--- src/rtl/pov_string_packer.sv ---
// Packs printable UART bytes into a space-padded, double-buffered display string for the POV LED stage.
// Optional build macro POV_STRING_PACKER_UPCASE_EN folds lowercase letters to uppercase before storage.
module pov_string_packer #(
    parameter int                NCHARS = 11,
    parameter int                CHAR_W = 7,
    parameter logic [7:0]        TERM   = 8'h0D,
    parameter logic [CHAR_W-1:0] PAD    = 7'h20
) (
    input  logic                     clk,
    input  logic                     reset,
    input  logic [7:0]               rx_data,
    input  logic                     rx_valid,
    input  logic                     rx_err,
    output logic [0:NCHARS*CHAR_W-1] String,
    output logic                     ready,
    output logic [0:CHAR_W-1]        CharSalida,
    output logic                     drop
);

    localparam int                 CNT_W    = $clog2(NCHARS + 1);
    localparam int                 STR_W    = NCHARS * CHAR_W;
    localparam logic [CNT_W-1:0]   CNT_FULL = CNT_W'(NCHARS);
    localparam logic [CNT_W-1:0]   CNT_LAST = CNT_W'(NCHARS - 1);
    localparam logic [0:STR_W-1]   PAD_STR  = {NCHARS{PAD}};

    typedef enum logic [1:0] {
        S_COLLECT,
        S_PAD,
        S_PUBLISH
    } state_t;

    state_t             r_state;
    state_t             w_state_nxt;
    logic [CNT_W-1:0]   r_count;
    logic [0:STR_W-1]   r_shadow;
    logic [0:STR_W-1]   r_string;
    logic [CHAR_W-1:0]  r_char;
    logic               r_ready;
    logic               r_drop;

    logic               w_accept;
    logic               w_is_term;
    logic               w_is_print;
    logic               w_wr_en;
    logic [CHAR_W-1:0]  w_wr_char;
    logic               w_cnt_inc;
    logic               w_upd_char;
    logic               w_publish;
    logic               w_drop;

    function automatic logic [CHAR_W-1:0] fold_char(input logic [6:0] c);
        logic [6:0] w_c;
        w_c = c;
`ifdef POV_STRING_PACKER_UPCASE_EN
        if (c >= 7'h61 && c <= 7'h7A) begin
            w_c = c - 7'h20;
        end
`endif
        return CHAR_W'(w_c);
    endfunction

    // Error bytes never count as traffic; bit-7 and control bytes are filtered only in COLLECT.
    assign w_accept   = rx_valid && !rx_err;
    assign w_is_term  = w_accept && !rx_data[7] && (rx_data == TERM);
    assign w_is_print = w_accept && !rx_data[7] && (rx_data != TERM) && (rx_data >= 8'h20);

    always_ff @(posedge clk or posedge reset) begin
        if (reset) begin
            r_state <= S_COLLECT;
        end else begin
            r_state <= w_state_nxt;
        end
    end

    // NOTE: every signal written here gets a default first, so no path can infer a latch.
    always_comb begin
        w_state_nxt = r_state;
        w_wr_en     = 1'b0;
        w_wr_char   = PAD;
        w_cnt_inc   = 1'b0;
        w_upd_char  = 1'b0;
        w_publish   = 1'b0;
        w_drop      = 1'b0;
        case (r_state)
            S_COLLECT: begin
                if (w_is_print) begin
                    w_wr_en    = 1'b1;
                    w_wr_char  = fold_char(rx_data[6:0]);
                    w_cnt_inc  = 1'b1;
                    w_upd_char = 1'b1;
                    // A full string spends one PAD cycle with nothing left to fill, then publishes.
                    if (r_count == CNT_LAST) begin
                        w_state_nxt = S_PAD;
                    end
                end else if (w_is_term && (r_count != '0)) begin
                    w_state_nxt = S_PAD;
                end
            end
            S_PAD: begin
                w_drop = w_accept;
                if (r_count == CNT_FULL) begin
                    w_state_nxt = S_PUBLISH;
                end else begin
                    w_wr_en   = 1'b1;
                    w_cnt_inc = 1'b1;
                end
            end
            S_PUBLISH: begin
                w_drop      = w_accept;
                w_publish   = 1'b1;
                w_state_nxt = S_COLLECT;
            end
            default: begin
                w_state_nxt = S_COLLECT;
            end
        endcase
    end

    // NOTE: the shadow buffer is a handful of flops, not a RAM, so it is reset to spaces with everything else.
    always_ff @(posedge clk or posedge reset) begin
        if (reset) begin
            r_count  <= '0;
            r_shadow <= PAD_STR;
            r_string <= PAD_STR;
            r_char   <= '0;
            r_ready  <= 1'b0;
            r_drop   <= 1'b0;
        end else begin
            r_ready <= w_publish;
            r_drop  <= w_drop;
            if (w_publish) begin
                r_string <= r_shadow;
                r_shadow <= PAD_STR;
                r_count  <= '0;
            end else begin
                if (w_wr_en) begin
                    for (int i = 0; i < NCHARS; i++) begin
                        if (r_count == CNT_W'(i)) begin
                            r_shadow[i*CHAR_W +: CHAR_W] <= w_wr_char;
                        end
                    end
                end
                if (w_cnt_inc) begin
                    r_count <= r_count + CNT_W'(1);
                end
            end
            if (w_upd_char) begin
                r_char <= w_wr_char;
            end
        end
    end

    assign String     = r_string;
    assign ready      = r_ready;
    assign CharSalida = r_char;
    assign drop       = r_drop;

endmodule

--- config.mk ---
export PLATFORM = sky130hd
export DESIGN_NAME = pov_string_packer
export DESIGN_NICKNAME = d
export VERILOG_FILES = /design/src/rtl/pov_string_packer.sv
export SDC_FILE = /design/constraint.sdc
export NUM_CORES = 1
export LEC_CHECK = 0
export CAP_MARGIN = 25
export CORE_ASPECT_RATIO = 0.5
export CORE_UTILIZATION = 30
export DETAILED_ROUTE_END_ITERATION = 8
export PLACE_DENSITY = 0.57
export SLEW_MARGIN = 20
export SYNTH_ARGS = -nofsm -noshare
export SYNTH_HDL_FRONTEND = slang
export SYNTH_SLANG_ARGS = --single-unit
--- constraint.sdc ---
create_clock -name clk -period 10.7 [get_ports clk]
set_input_delay 1.07 -clock clk [delete_from_list [all_inputs] [get_ports clk]]
set_output_delay 1.07 -clock clk [all_outputs]
set_load 0.1 [all_outputs]
Word-level counts from Yosys, hierarchy flattened. Cells that the tools add are included.

Register bits: 169. Input port bits: 12. Output and inout bits: 86. Logic and storage cells: 101.

$add $sub $neg: 1. $lt $le $gt $ge: 1. Equal/unequal tests: 18. Mux-type cells: 28. Reductions and logical operators: 36.

Operators with widths (count): two-way mux 77 bit (2); two-way mux 7 bit (13); nonzero test 2 bit (12); AND reduction 2 bit (11); == test 4 x 3 -> 1 bit, second input constant (4); == test 4 bit, second input constant (4); == test 4 x 2 -> 1 bit, second input constant (2); == test 8 x 4 -> 1 bit, second input constant (1); greater-or-equal comparator 8 x 6 -> 1 bit, second input constant (1); two-way mux 2 bit (4); two-way mux 4 bit (2); != test 8 x 4 -> 1 bit, second input constant (1); logical AND 1 bit (6); != test 3 bit, second input constant (2); two-way mux 1 bit (5); adder 4 x 1 -> 4 bit, second input constant (1); == test 4 x 1 -> 1 bit, second input constant (1); logical NOT 4 bit (1); case mux 2 bit (2 select lines) (1); nonzero test 4 bit (1); AND reduction 3 bit (1); == test 2 x 1 -> 1 bit, second input constant (1); == test 2 bit, second input constant (1); logical NOT 1 bit (2); other kinds (4) (4).

Depth between registers and ports, before layout.
Depth in word-level cells: 10. Gate-level depth with buffers: 7. Mapped depth without buffers: 6.

Worst setup path before layout. OpenSTA, ideal clock, no wires.

Path type: input -> register. From: in rx_data[1]. To: reg r_state[1]. Setup time: 125 ps. Arrival time: 2247 ps. Required time: 10575 ps. Setup slack: 8329 ps. Cell stages on the path: 4. Path buffers: 0. Path through: or4b_1 > nor4_1 > o221ai_1 > mux2_2.

Word-level cells in the longest chain between the ends: 5. Elaborated cells on any way between the ends: 12. Those cells by class: order compare (1); eq/ne (4); mux (2); reduce/logical (5).

RTL lines: start: declaration (RTL line 11) `input logic [7:0] rx_data,`; parallel branches: the longest is 5 deep, another holds greater-or-equal comparator 8 x 6 -> 1 bit; end signal: assignment (RTL line 71) `r_state <= w_state_nxt;`; end: declaration (RTL line 32) `state_t r_state;`.

Several ways; the timed one is not identified. A chain may end at the register's enable or synchronous reset.

Final worst setup path.
From: in rx_data[6]. To: reg r_shadow[69] (netlist name).

Word-level cells in the longest chain between the ends: 8. Elaborated cells on any way between the ends: 13. Those cells by class: order compare (1); eq/ne (1); mux (7); reduce/logical (4).

RTL lines: parallel branches: the longest is 2 deep, another holds greater-or-equal comparator 8 x 6 -> 1 bit; logical AND 1 bit * (RTL line 65) `assign w_is_print = w_accept && !rx_data[7] && (rx_data != TERM) && (rx_data >= 8'h20);`; two-way mux 7 bit (RTL line 86) `if (w_is_print) begin`; two-way mux 7 bit (RTL line 84) `case (r_state)`; two-way mux 7 bit (RTL line 138) `if (r_count == CNT_W'(i)) begin`; two-way mux 77 bit (RTL line 136) `if (w_wr_en) begin`; two-way mux 77 bit (RTL line 131) `if (w_publish) begin`; end signal: indexed assignment (RTL line 139) `r_shadow[i*CHAR_W +: CHAR_W] <= w_wr_char;`; end: declaration (RTL line 35) `logic [0:STR_W-1] r_shadow;`.

Mark *: on every way between the ends. The select of a mux whose other input is x is not followed.

==> impl_metrics.tcl <==
set metrics [dict create \
    status "finished, final reports clean" \
    numCtsBuffers 17 \
    cts_tree "done" \
    area_growth_syn_to_layout_pct 26.7 \
    ioPinCount 98 \
    synthesis.nets 520 \
    hold_class "reg -> reg" \
    critPathSlowestCell "clkdlybuf4s50_1" \
    ys_seq_elements 169 \
    max_freq_ghz 0.308 \
    startpoint_type "input port" \
    busiest_layer "met2" \
    synth_top_area_share 0.526 \
    detail-route-antenna-nets 0 \
    power_w 0.00218 \
    worstSetupPathType "in -> reg" \
    synth_cell_types 47 \
    p_leak_nw 4.08 \
    ctsResizeCount 0 \
    portBuffers 97 \
    met2_usage 0.221 \
    cp_max_fo 18 \
    layout-drive-gt1-share 0.259 \
    initial_core_util 0.306 \
    r2r_start "r_state[1]" \
    synthTopCellsByArea "dfrtp_1, mux2_2, dfstp_2, a22o_1, mux2i_1" \
    vias 4406 \
    critPathMaxStageDelay_ps 820 \
    syn_inst 501 \
    clk_latency_ps 420 \
    avgSynthCellArea_um2 14.0 \
    post-cts-setup-buffers 0 \
    cts_buffer_depth 2 \
    peakVddDrop_v 0.000107 \
    gp_congestion 0.830 \
    dieWidth_um 218 \
    gr-usage-met3 0.0294 \
    cp-startpoint "rx_data[6]" \
    min_from "r_shadow[57]" \
    die_y_um 110 \
    synth_edf_count 0 \
    cts_root_buffer "clkbuf_16" \
    yosys.area.top_type "dfrtp_1" \
    yosys.cell_count.top_type "dfrtp_1" \
    ys_async_sr_fraction 1.00 \
    routed_wl_um 16200 \
    wl_per_cell_um 17.7 \
    overflow 0 \
    synthTopCellsByCount "dfrtp_1, mux2_2, a22o_1" \
    grt_pass1_wl_um 25900 \
    worst-endpoint-required_ps 11060 \
    crit_chain "clkdlybuf4s50_1 -> o21ai_0 -> nor3_4 -> and2_1 -> a22o_1" \
    finalSetupTns_ps 0 \
    grt_pass1_vias 4410 \
    dp_hpwl_um 10700 \
    power.density_nw_per_um2 246 \
    hold_violations 0 \
    nNetsFinal 615 \
    viasPerCell 4.81 \
    arrival_ps 3610 \
    worstMarginPinSlew_ps 1020 \
    core_um2 22800 \
    diodes 0 \
    ys_seq_area_frac 0.608 \
    rsz0062_at_grt "false" \
    maxSlewHeadroom 0.315 \
    ys_warn_count 0 \
    antenna_found_initial 0 \
    h-tree-depth 4 \
    clock-sinks 169 \
    grt_max_degree 101 \
    fin_worst_skew_ps 12.3 \
    drt-pass1-iter-count 7 \
    drc 0 \
    period_needed_ps 3250 \
    finalMaxSlewViolations 0 \
    die_area_um2 24000 \
    rows 39 \
    synth_ff_type "dfrtp_1" \
    setup_violations 0 \
    cp-end-kind "register" \
    timing.final.crit_share 0.304 \
    cap_violations 0 \
    syn_area_um2 7000 \
    drtIter0Drc 401 \
    cts.reportedPaths.clkPinSlew_ps 70 \
    grtUsageMet1 0.197 \
    track_usage 0.141 \
    cts_hold_buf 0 \
]
[final cells by class]
cell class                      instances  area [um^2]
Inverter                               14         57.6
Clock inverter                         13          128
Tap cell                              307          384
Timing Repair Buffer                  102         1010
Clock buffer                           19          453
Fill cell                            2188        14000
Sequential cell                       169         4260
Multi-Input combinational cell        292         2580
[registers in the layout, summed over array words and instances (netlist names)]
register,flops
CharSalida,7
String,77
drop,1
r_count,4
r_shadow,77
r_state,2
ready,1
[cell usage in the layout (no fill, tap or decap), drive strengths merged, types with 6 or more instances in the layout]
| master | synthesis | routed |
|---|---|---|
| clkdlybuf4s50 | 0 | 97 |
| dfrtp | 147 | 147 |
| o2bb2ai | 6 | 6 |
| a22o | 35 | 35 |
| inv | 14 | 22 |
| a22oi | 7 | 7 |
| a32o | 7 | 7 |
| mux2 | 78 | 78 |
| a2bb2oi | 6 | 6 |
| dfstp | 22 | 22 |
| a21oi | 9 | 9 |
| nand3 | 6 | 6 |
| o21ai | 25 | 25 |
| mux2i | 21 | 21 |
| nor2 | 14 | 14 |
| nand2 | 32 | 32 |
| ha | 7 | 7 |
| clkbuf | 8 | 20 |
| and2 | 7 | 7 |
[report_power, final]
group	leakage [nW]	switching, W	internal (W)	total, W
Combinational	1.53	0.000585	0.000241	0.000827
Sequential	2.26	0.0000468	0.000707	0.000753
Clock	0.284	0.000282	0.000322	0.000603
Total	4.08	0.000914	0.00127	0.00218
[worst max-delay path, delay by kind of cell]
family,cells,cell delay [ps]
compound gates,2,560
buf+inv,1,820
simple gates,2,1150
[layer usage]
| metal | vias up | wire [um] | part of all wire |
|---|---|---|---|
| met3 | 13 | 580 | 0.036 |
| met1 | 2296 | 7830 | 0.48 |
| li1 | 2025 | - | - |
| met5 | - | 0 | 0 |
| met2 | 72 | 7640 | 0.47 |
| met4 | 0 | 167 | 0.010 |
[cell families (layout without fill, tap and decap cells)]
| logic type | Yosys count | after routing | synth area share |
|---|---|---|---|
| adder cells (fa/ha/maj) | 7 | 7 | 0.0125 |
| AO/OA/AOI/OAI | 103 | 103 | 0.131 |
| multiplexers | 99 | 99 | 0.156 |
| buffers and inverters | 40 | 148 | 0.0243 |
| AND/OR/NAND/NOR | 83 | 83 | 0.0678 |
| flip-flops | 169 | 169 | 0.608 |
[path summary, 6_finish.rpt]
| kind | end | slack (ps) | depth (start not counted) |
|---|---|---|---|
| setup / recovery | r_shadow[69] | 7450 | 5 |
| hold / removal | r_shadow[57] | 470 | 2 |
| setup reg to reg | r_shadow[69] | 8040 | 6 |
| hold reg to reg | r_shadow[57] | 470 | 2 |
| max in group asynchronous | r_count[2] | 8040 | 3 |
| min in group asynchronous | String[51] | 1220 | 2 |
[per-stage QoR]
stage | instances | setup slack (ps) | hold WS, ps | utilization | area, um^2
2_1_floorplan | 501 | 5090 | 436 | - | 7000
3_3_place_gp | 883 | 7070 | 463 | 0.363 | 8280
3_5_place_dp | 883 | 6970 | 464 | 0.363 | 8280
4_1_cts | 915 | 7400 | 474 | 0.388 | 8860
5_1_grt | 916 | 7340 | 493 | 0.388 | 8870
6_report | 916 | 7450 | 470 | 0.388 | 8870
Power figures use the tool's default switching activity.
